==> src/rtl/pc_sequencer.sv <==
// Program-counter sequencer with a small return-address stack.
// Supports INC/JMP/BRC/CALL/RET/HOLD, and flags stack overflow and underflow with one-cycle pulses.
module pc_sequencer #(
    parameter int ADDR_W      = 8,
    parameter int STACK_DEPTH = 4,
    parameter int RESET_PC    = 0
) (
    input  logic                               clk,
    input  logic                               reset_n,
    input  logic                               en,
    input  logic [2:0]                         op,
    input  logic [ADDR_W-1:0]                  target,
    input  logic                               cond,
    output logic [ADDR_W-1:0]                  pc_out,
    output logic [$clog2(STACK_DEPTH+1)-1:0]   depth,
    output logic                               stack_full,
    output logic                               stack_empty,
    output logic                               ovf,
    output logic                               unf
);

    localparam int DEPTH_W = $clog2(STACK_DEPTH + 1);
    // Storage is rounded up to a power of two so the pointer width matches the array exactly.
    localparam int PTR_W   = (STACK_DEPTH > 1) ? $clog2(STACK_DEPTH) : 1;

    localparam logic [2:0] OP_INC  = 3'b000;
    localparam logic [2:0] OP_JMP  = 3'b001;
    localparam logic [2:0] OP_BRC  = 3'b010;
    localparam logic [2:0] OP_CALL = 3'b011;
    localparam logic [2:0] OP_RET  = 3'b100;
    localparam logic [2:0] OP_HOLD = 3'b101;

    logic [ADDR_W-1:0]  stack_mem [0:(1<<PTR_W)-1];
    logic [ADDR_W-1:0]  pc_inc;
    logic [ADDR_W-1:0]  pc_next;
    logic [DEPTH_W-1:0] depth_next;
    logic [PTR_W-1:0]   push_idx;
    logic [PTR_W-1:0]   pop_idx;
    logic               push;
    logic               ovf_next;
    logic               unf_next;

    assign stack_full  = (depth == DEPTH_W'(STACK_DEPTH));
    assign stack_empty = (depth == '0);
    assign pc_inc      = pc_out + ADDR_W'(1);
    assign push_idx    = PTR_W'(depth);
    assign pop_idx     = PTR_W'(depth - DEPTH_W'(1));

    always_comb begin
        pc_next    = pc_out;
        depth_next = depth;
        push       = 1'b0;
        ovf_next   = 1'b0;
        unf_next   = 1'b0;
        if (en) begin
            case (op)
                OP_JMP:  pc_next = target;
                // Same-width add is the sign-extended offset taken modulo 2^ADDR_W.
                OP_BRC:  pc_next = cond ? (pc_out + target) : pc_inc;
                OP_CALL: begin
                    if (stack_full) begin
                        pc_next  = pc_inc;
                        ovf_next = 1'b1;
                    end else begin
                        pc_next    = target;
                        push       = 1'b1;
                        depth_next = depth + DEPTH_W'(1);
                    end
                end
                OP_RET: begin
                    if (stack_empty) begin
                        pc_next  = pc_inc;
                        unf_next = 1'b1;
                    end else begin
                        pc_next    = stack_mem[pop_idx];
                        depth_next = depth - DEPTH_W'(1);
                    end
                end
                OP_HOLD: pc_next = pc_out;
                default: pc_next = pc_inc;
            endcase
        end
    end

    always_ff @(posedge clk or negedge reset_n) begin
        if (!reset_n) begin
            pc_out <= ADDR_W'(RESET_PC);
            depth  <= '0;
            ovf    <= 1'b0;
            unf    <= 1'b0;
        end else begin
            pc_out <= pc_next;
            depth  <= depth_next;
            ovf    <= ovf_next;
            unf    <= unf_next;
        end
    end

    // Entries above depth are dead, so the storage itself needs no reset.
    always_ff @(posedge clk) begin
        if (push) begin
            stack_mem[push_idx] <= pc_inc;
        end
    end

endmodule

==> config.mk <==
export PLATFORM = sky130hd
export DESIGN_NAME = pc_sequencer
export DESIGN_NICKNAME = d
export VERILOG_FILES = /design/src/rtl/pc_sequencer.sv
export SDC_FILE = /design/constraint.sdc
export NUM_CORES = 1
export LEC_CHECK = 0
export ABC_AREA = 0
export BUFFER_PORTS_ARGS = -buffer_cell sky130_fd_sc_hd__buf_4
export CORE_MARGIN = 8
export CORE_UTILIZATION = 35
export CTS_BUF_LIST = sky130_fd_sc_hd__clkbuf_8 sky130_fd_sc_hd__clkbuf_16
export CTS_CLUSTER_DIAMETER = 120
export DETAILED_ROUTE_END_ITERATION = 7
export PLACE_DENSITY_LB_ADDON = 0.08
export SLEW_MARGIN = 20
export SYNTH_ARGS = -nofsm -noshare
export SYNTH_HDL_FRONTEND = slang
export SYNTH_SLANG_ARGS = --single-unit
==> constraint.sdc <==
create_clock -name clk -period 2.3 [get_ports clk]
set_input_delay 0 -clock clk [delete_from_list [all_inputs] [get_ports clk]]
set_output_delay 0 -clock clk [all_outputs]
set_load 0.05 [all_outputs]
==> run_results.csv, run 1 <==
group,metric,value,unit
detailed_routing,drc,0,
detailed_routing,vias,1787,
place,io_buffer_count,29,
worst_setup_path,cp_slowest_stage_delay,0.48,ns
logic_synthesis,yosysTopAreaCell,"edfxtp_1",
floorplan,coreArea,7180,um2
detailed_routing,drtPass1Iterations,4,
cells_and_area,fillers,688,
detailed_routing,drtIter0Drc,57,
cells_and_area,drive_above_1_share,0.257,
logic_synthesis,ys_seq_area_frac,0.501,
place,place_congestion,0.793,
sta,skew,0.0118,ns
clock_tree,cts_setup_buffers,0,
worst_setup_path,cp-end-kind,"flop",
sta,hold_viol,0,
logic_synthesis,synthTopCellsByArea,"edfxtp_1, dfrtp_1, ha_1",
logic_synthesis,synth_top_flop_cell,"edfxtp_1",
place,pre_cts_ws,0.285,ns
logic_synthesis,yosys_register_bits,45,
detailed_routing,wirelength,6370,um
floorplan,io_pins,30,
sta,period_needed,2.02,ns
clock_tree,cts_hold_buffers,3,
cells_and_area,nNetsFinal,277,
floorplan,die_w,102,um
grt,grt_max_degree,18,
grt,grtUsageTotal,0.130,
worst_setup_path,worstPathRequired,2.54,ns
sta,period_share,0.878,
grt,first_global_vias,1853,
logic_synthesis,syn_area,2570,um2
clock_tree,cts_tree,"built",
worst_setup_path,critical_path_arrival,2.26,ns
sta,setup_slack,0.280,ns
power,p_leak,1.21,nW
clock_tree,insertion_delay,0.31,ns
detailed_routing,ant_nets,0,
hold_path,min_path_type,"in2reg",
worst_setup_path,r2r_start,"pc_out[1]",
clock_tree,cts_resized,0,
worst_setup_path,cp-start-kind,"flop",
power,powerDensity,1190,nW/um2
detailed_routing,wire_per_inst,18.3,um
worst_setup_path,crit_fanout,6,
status,status,"finished, final reports clean",
grt,grt_pass1_wl,10200,um
logic_synthesis,synth_nets,235,
hold_path,min_from,"op[0]",
clock_tree,clkTransAtPathRegs,0.10,ns
sta,max_slew_margin,0.697,
floorplan,row_count,31,
sta,setup_viol,0,
sta,rsz0062_at_grt,"false",
grt,grt_overflow_total,0,
detailed_routing,vias_per_cell,5.14,
logic_synthesis,synth_top_cell_area_share,0.374,
grt,antenna_found_initial,0,
worst_setup_path,path_cells,"ha_1 > a211oi_1 > o21bai_1 > or2_2 > a211o_1 > a31oi_1",
cells_and_area,syn2layout_area_growth,20.4,%
worst_setup_path,startpoint,"pc_out[1]",
sta,hold_ws,0.0362,ns
cells_and_area,final_core_util,0.431,
sta,tns,0,ns
clock_tree,cts_max_level,2,
power,p_total,3.69,mW
run,cap_violations,0,
cells_and_area,multi_input_area,1240,um2
logic_synthesis,synth-edff-count,32,
logic_synthesis,synthArstFlopShare,0.289,
worst_setup_path,crit_type,"reg2reg",
cells_and_area,mostFrequentLayoutCells,"buf_4, edfxtp_1, nor2_1",
clock_tree,cts_buffers,5,
clock_tree,clk_path_buf_depth,2,
sta,slew_viol_final,0,
power,peakVddDrop,0.000311,V
logic_synthesis,avgSynthCellArea,12.5,um2
clock_tree,clockRootBuffer,"clkbuf_8",
floorplan,start_util,0.358,
cells_and_area,antenna_cells,0,
logic_synthesis,synthCells,206,
sta,tightest_slew,0.453,ns
floorplan,die_h,102,um
sta,max_freq,495,MHz
logic_synthesis,synth.distinct_cells,53,
worst_setup_path,slowest_stage,"dfrtp_1",
logic_synthesis,ys.warnings.count,0,
clock_tree,clkSinkCount,45,
place,dp_hpwl,4760,um
floorplan,dieArea,10300,um2
cells_and_area,layout_commonest_cell,"buf_4",
cells_and_area,seq_area,1290,um2
[where the power goes]
| part | total [mW] | internal (mW) | switching (mW) |
|---|---|---|---|
| clock | 0.555 | 0.230 | 0.325 |
| sequential | 1.23 | 1.08 | 0.147 |
| combinational | 1.91 | 0.752 | 1.16 |
| total | 3.69 | 2.06 | 1.63 |
[per-stage QoR]
stage,std cells,area (um2)
floorplan,206,2600
global placement,337,2960
detailed placement,337,2960
CTS,348,3090
global route,348,3090
finish,348,3090
[cells in the mapped netlist, drive strengths merged (5+ instances only)]
master and n:
nor2 16, ha 13, dfrtp 13, mux4 8, nand2 15, o21ai 12
xor2 8, inv 7, xnor2 7, edfxtp 32, and2 5, a21oi 8
buf 6
[layer usage]
| metal | share of wire | up-vias | track usage |
|---|---|---|---|
| met5 | 0 | - | 0 |
| met4 | 0.013 | 0 | 0.0401 |
| met3 | 0.043 | 7 | 0.0323 |
| met2 | 0.47 | 35 | 0.206 |
| met1 | 0.48 | 874 | 0.171 |
| li1 | - | 871 | - |
[worst max-delay path, delay by kind of cell (launching register included)]
family	cells	cell delay (ns)
AO/OA/AOI/OAI	4	0.88
flip-flops	1	0.48
adder cells (fa/ha/maj)	1	0.30
AND/OR/NAND/NOR	1	0.29
[logic make-up (layout without fill, tap and decap cells)]
family	after synthesis	in the layout	synth area share
AO/OA/AOI/OAI	50	50	0.148
adder cells (fa/ha/maj)	14	14	0.0712
multiplexers	9	9	0.0828
flip-flops	45	45	0.501
AND/OR/NAND/NOR	60	60	0.120
XOR/XNOR	15	15	0.0512
buffers and inverters	13	56	0.0258
[registers in the layout (all words and copies together) (netlist names)]
name / cells
stack_mem: 32
ovf: 1
pc_out: 8
unf: 1
depth: 3
[final timing paths]
kind                                  end  slack (ns)  depth (start not counted)
min in group asynchronous        depth[2]        0.08                          2
worst min-delay path                  ovf        0.04                          3
max in group asynchronous        depth[1]        2.01                          2
worst min register to register   depth[1]        0.56                          2
worst max-delay path            pc_out[5]        0.28                          6
worst max register to register  pc_out[5]        0.28                          6
[layout make-up]
type,instances,area share
clock buffers,5,0.0223
clock inverters,3,0.00931
inverters,7,0.00971
multi-input cells,148,0.400
flip-flops and latches,45,0.417
well taps,99,0.0401
repair buffers,41,0.102
Power figures use the tool's default switching activity.
==> inputs of run 2 (changes only) <==
--- a/config.mk
+++ b/config.mk
@@ -8,7 +8,7 @@
 export ABC_AREA = 0
 export BUFFER_PORTS_ARGS = -buffer_cell sky130_fd_sc_hd__buf_4
 export CORE_MARGIN = 8
-export CORE_UTILIZATION = 35
+export CORE_UTILIZATION = 52
 export CTS_BUF_LIST = sky130_fd_sc_hd__clkbuf_8 sky130_fd_sc_hd__clkbuf_16
 export CTS_CLUSTER_DIAMETER = 120
 export DETAILED_ROUTE_END_ITERATION = 7
==> run_results.csv, run 2 (synthesized netlist as in run 1, its figures left out) <==
group,metric,value,unit
clock_tree,cts_resized,0,
floorplan,io_pins,30,
sta,slew_viol_final,0,
place,io_buffer_count,29,
worst_setup_path,critical_path_arrival,2.25,ns
sta,max_freq,487,MHz
grt,grt_pass1_wl,9450,um
sta,tightest_slew,0.467,ns
clock_tree,clkTransAtPathRegs,0.09,ns
floorplan,die_h,86.3,um
cells_and_area,largest_registers,"stack_mem: 32 flops, pc_out: 8 flops, depth: 3 flops",
power,peakVddDrop,0.000710,V
cells_and_area,regMostFlops,"stack_mem",
detailed_routing,ant_nets,0,
grt,antenna_found_initial,0,
cells_and_area,syn2layout_area_growth,17.6,%
floorplan,dieArea,7440,um2
status,status,"finished, final reports clean",
worst_setup_path,r2r_start,"pc_out[0]",
place,pre_cts_ws,0.267,ns
detailed_routing,drtIter0Drc,133,
clock_tree,cts_setup_buffers,0,
cells_and_area,final_core_util,0.635,
clock_tree,insertion_delay,0.30,ns
cells_and_area,seq_area,1290,um2
cells_and_area,drive_above_1_share,0.243,
sta,period_needed,2.05,ns
cells_and_area,multi_input_area,1240,um2
hold_path,min_path_type,"in2reg",
sta,hold_viol,0,
clock_tree,clockRootBuffer,"clkbuf_8",
sta,max_slew_margin,0.687,
hold_path,holdPathStages,3,
detailed_routing,vias,1833,
detailed_routing,drc,0,
detailed_routing,drtPass1Iterations,4,
run,cap_violations,0,
floorplan,start_util,0.540,
sta,setup_slack,0.246,ns
clock_tree,clkSinkCount,45,
sta,rsz0062_at_grt,"false",
grt,grt_max_degree,16,
hold_path,min_from,"target[3]",
cells_and_area,mostFrequentLayoutCells,"buf_4, edfxtp_1, nor2_1",
clock_tree,cts_buffers,5,
worst_setup_path,worstPathRequired,2.49,ns
worst_setup_path,crit_fanout,2,
cells_and_area,nNetsFinal,271,
grt,grt_overflow_total,0,
sta,period_share,0.893,
clock_tree,clk_path_buf_depth,2,
worst_setup_path,reg2reg_slack,0.25,ns
cells_and_area,layout_commonest_cell,"buf_4",
detailed_routing,wirelength,6030,um
sta,setup_viol,0,
cells_and_area,largest_register_ffs,32,
worst_setup_path,r2r_cells,7,
hold_path,holdPathEnd,"pc_out[3]",
power,powerDensity,1240,nW/um2
cells_and_area,fillers,373,
worst_setup_path,cp-start-kind,"flop",
grt,grtUsageTotal,0.167,
cells_and_area,antenna_cells,0,
floorplan,row_count,25,
detailed_routing,vias_per_cell,5.91,
detailed_routing,wire_per_inst,19.5,um
floorplan,coreArea,4750,um2
place,place_congestion,0.821,
sta,tns,0,ns
worst_setup_path,r2r_end,"pc_out[4]",
place,dp.cells,300,
cells_and_area,finalNonFillerCells,310,
clock_tree,cts_tree,"built",
power,p_leak,1.19,nW
floorplan,die_w,86.3,um
grt,first_global_vias,1815,
place,placed_area,2890,um2
clock_tree,cts_max_level,2,
sta,skew,0.0104,ns
place,dp_hpwl,4480,um
worst_setup_path,cp-end-kind,"flop",
worst_setup_path,crit_type,"reg2reg",
cells_and_area,final_area,3020,um2
[run 2: changes by cell type in the layout (fill, tap and decap cells not counted), sizes merged]
cell,delta
bufinv,+1
dlygate4sd3,-1
clkinv,+1
inv,-2
buf,-5
[run 2: worst max-delay path by stage]
stage / slack [ns] / to / cells after the start / from
final: 0.25 / pc_out[4] / 7 / pc_out[0]
after global routing: 0.06 / pc_out[4] / 7 / pc_out[0]
after CTS: 0.24 / pc_out[4] / 7 / pc_out[0]
after detailed placement: 0.27 / pc_out[4] / 7 / pc_out[0]
after global placement: 0.35 / pc_out[4] / 7 / pc_out[0]
after floorplan: -0.03 / pc_out[7] / 9 / depth[0]
[run 2: power breakdown]
group	internal, mW	total (mW)	leakage, nW	switching [mW]
Sequential	1.08	1.23	0.442	0.148
Combinational	0.742	1.90	0.689	1.16
Clock	0.326	0.601	0.0585	0.276
[run 2: layer usage]
layer | track usage | share of wire | vias to the layer above
li1 | - | - | 862
met2 | 0.295 | 0.51 | 45
met5 | 0 | 0 | -
met3 | 0.0340 | 0.042 | 5
met1 | 0.198 | 0.43 | 921
met4 | 0.0548 | 0.0098 | 0
[run 2: per-stage QoR]
step                      power (mW)  hold slack (ns)
final                           3.73           0.0375
after global routing            3.93           0.0484
after CTS                       3.75           0.0245
after detailed placement        3.14           -0.132
after global placement          3.06           -0.134
after floorplan                 2.57           -0.296
[run 2: timing repair]
| action | CTS | global route |
|---|---|---|
| endpoints found under the hold margin | 14 | 0 |
| hold buffers | 2 | 0 |
| setup endpoints to repair | 0 | 0 |
[run 2: area by class of cell]
cell class              count  share of cell area
clock inverters             3              0.0145
repair buffers             35              0.0887
inverters                   7             0.00995
well taps                  67              0.0278
flip-flops and latches     45               0.427
clock buffers               5              0.0228
multi-input cells         148               0.409
[run 2: worst max-delay path, cell delays in order (launching register included)]
cell	delay (ns)
dfrtp_1	0.39
ha_1	0.21
fa_1	0.42
a211oi_1	0.30
nor2_1	0.10
xnor2_1	0.20
o21ai_1	0.09
o221a_1	0.24
==> inputs of run 3 (changes only) <==
--- a/config.mk
+++ b/config.mk
@@ -8,7 +8,7 @@
 export ABC_AREA = 0
 export BUFFER_PORTS_ARGS = -buffer_cell sky130_fd_sc_hd__buf_4
 export CORE_MARGIN = 8
-export CORE_UTILIZATION = 52
+export CORE_UTILIZATION = 60
 export CTS_BUF_LIST = sky130_fd_sc_hd__clkbuf_8 sky130_fd_sc_hd__clkbuf_16
 export CTS_CLUSTER_DIAMETER = 120
 export DETAILED_ROUTE_END_ITERATION = 7
==> constraint.sdc (replaced) <==
create_clock -name clk -period 2.6 [get_ports clk]
set_input_delay 0 -clock clk [delete_from_list [all_inputs] [get_ports clk]]
set_output_delay 0 -clock clk [all_outputs]
set_load 0.05 [all_outputs]
==> run_results.csv, run 3 (synthesized netlist as in run 1, its figures left out) <==
group,metric,value,unit
status,status,"finished, final reports clean",
detailed_routing,drc,0,
detailed_routing,route.met2.wl,2720,um
detailed_routing,wirelength,5540,um
clock_tree,clkSinkCount,45,
floorplan,start_util,0.633,
grt,grtUsageTotal,0.176,
cells_and_area,syn2layout_area_growth,14.8,%
grt,grt_max_degree,16,
detailed_routing,vias_per_cell,6.27,
detailed_routing,vias,1817,
sta,setup_viol,0,
clock_tree,cts_max_level,2,
worst_setup_path,path_cells,"ha_1 > fa_1 > a211oi_1 > nor2_1 > xnor2_1 > o21ai_1 > o221a_1",
worst_setup_path,slowest_stage,"dfrtp_1",
worst_setup_path,r2r_end,"pc_out[4]",
worst_setup_path,worstPathRequired,2.79,ns
sta,period_needed,2.17,ns
worst_setup_path,cp-end-kind,"flop",
run,cap_violations,0,
grt,antenna_found_initial,0,
cells_and_area,regMostFlops,"stack_mem",
sta,rsz0062_at_grt,"false",
power,p_leak,1.18,nW
grt,first_global_vias,1774,
clock_tree,cts_resized,0,
clock_tree,clockRootBuffer,"clkbuf_8",
floorplan,row_count,23,
sta,period_share,0.835,
detailed_routing,wire_per_inst,19.1,um
detailed_routing,top_layer,"met4",
worst_setup_path,cp-start-kind,"flop",
cells_and_area,final_core_util,0.726,
worst_setup_path,cp_slowest_stage_delay,0.47,ns
power,peakVddDrop,0.000571,V
place,io_buffer_count,29,
grt,grt_pass1_wl,8830,um
power,powerDensity,1080,nW/um2
clock_tree,cts_tree,"built",
cells_and_area,antenna_cells,0,
hold_path,min_path_type,"in2reg",
detailed_routing,wl_met1,2320,um
cells_and_area,largest_registers,"stack_mem: 32 flops, pc_out: 8 flops, depth: 3 flops",
worst_setup_path,r2r_start,"pc_out[0]",
detailed_routing,drtPass1Iterations,4,
worst_setup_path,crit_type,"reg2reg",
worst_setup_path,r2r_cells,7,
detailed_routing,drtIter0Drc,260,
worst_setup_path,crit_path_end,"pc_out[4]",
floorplan,dieArea,6630,um2
worst_setup_path,critical_path_arrival,2.36,ns
place,place_congestion,0.930,
sta,skew,0.0116,ns
sta,tns,0,ns
sta,hold_viol,0,
cells_and_area,largest_register_ffs,32,
worst_setup_path,reg2reg_slack,0.43,ns
floorplan,die_w,81.4,um
worst_setup_path,crit_family,"adder cells",
cells_and_area,drive_above_1_share,0.204,
detailed_routing,ant_nets,0,
place,dp_hpwl,4220,um
floorplan,io_pins,30,
floorplan,die_h,81.4,um
sta,tightest_slew,0.763,ns
cells_and_area,layout_commonest_cell,"edfxtp_1",
worst_setup_path,crit_cells,7,
detailed_routing,met3WireLength,420,um
clock_tree,insertion_delay,0.29,ns
worst_setup_path,path_buf_inv,0,
floorplan,coreArea,4060,um2
clock_tree,clkTransAtPathRegs,0.09,ns
sta,max_slew_margin,0.491,
cells_and_area,nNetsFinal,268,
worst_setup_path,crit_fanout,7,
sta,slew_viol_final,0,
clock_tree,clk_path_buf_depth,2,
cells_and_area,mostFrequentLayoutCells,"edfxtp_1, buf_4, nor2_1",
grt,grt_overflow_total,0,
clock_tree,cts_buffers,5,
sta,max_freq,460,MHz
worst_setup_path,startpoint,"pc_out[0]",
-- run 3: cell count changes in the layout (fill, tap and decap cells not counted), moves of 2 or more --
cell / change
buf_4: -3
dfrtp_1: +2
dfrtp_2: -2
inv_1: +2
-- run 3: worst min-delay path by stage --
stage	startpoint	end	slack, ns	cells past startpoint
2_1_floorplan	reset_n	depth[0]	-0.30	0
3_3_place_gp	reset_n	ovf	-0.14	1
3_5_place_dp	reset_n	ovf	-0.13	1
4_1_cts	target[3]	pc_out[3]	0.03	3
5_1_grt	target[2]	pc_out[2]	0.06	3
6_report	target[3]	pc_out[3]	0.03	3
-- run 3: per-layer routing --
metal  vias to the layer above  global-route usage
met5                         -                   0
met4                         0              0.0643
met3                         7              0.0317
met2                        71               0.291
met1                       886               0.226
li1                        853                   -
-- run 3: area by class of cell --
type                    count  area (um2)
multi-input cells         148        1210
flip-flops and latches     45        1290
well taps                  50        62.6
inverters                   7        26.3
fillers                   290        1110
repair buffers             32         245
clock buffers               5        68.8
clock inverters             3        43.8
-- run 3: worst min-delay path, delay by kind of cell --
kind                   cells  cell delay [ns]
AOI/OAI and AO/OA          2             0.19
buffers and inverters      1             0.09
-- run 3: where the power goes --
part / switching, mW / leakage (nW) / internal, mW
logic: 0.984 / 0.677 / 0.598
clock network: 0.235 / 0.0585 / 0.288
registers: 0.126 / 0.444 / 0.954
total: 1.35 / 1.18 / 1.84
-- run 3: through the flow --
stage	cell area (um2)	std cells	worst slack, ns	power [mW]	hold WS, ns
final	2950	290	0.428	3.19	0.0324
after global routing	2950	290	0.286	3.35	0.0557
after detailed placement	2820	280	0.482	2.66	-0.131
after global placement	2820	280	0.520	2.60	-0.137
after CTS	2950	290	0.453	3.19	0.0304
after floorplan	2570	206	0.0315	2.23	-0.296
-- run 3: what timing repair did --
action	CTS	global route
buffers inserted	0	0
hold buffers	2	0
endpoints found under the setup margin	0	0
endpoints found under the hold margin	14	0
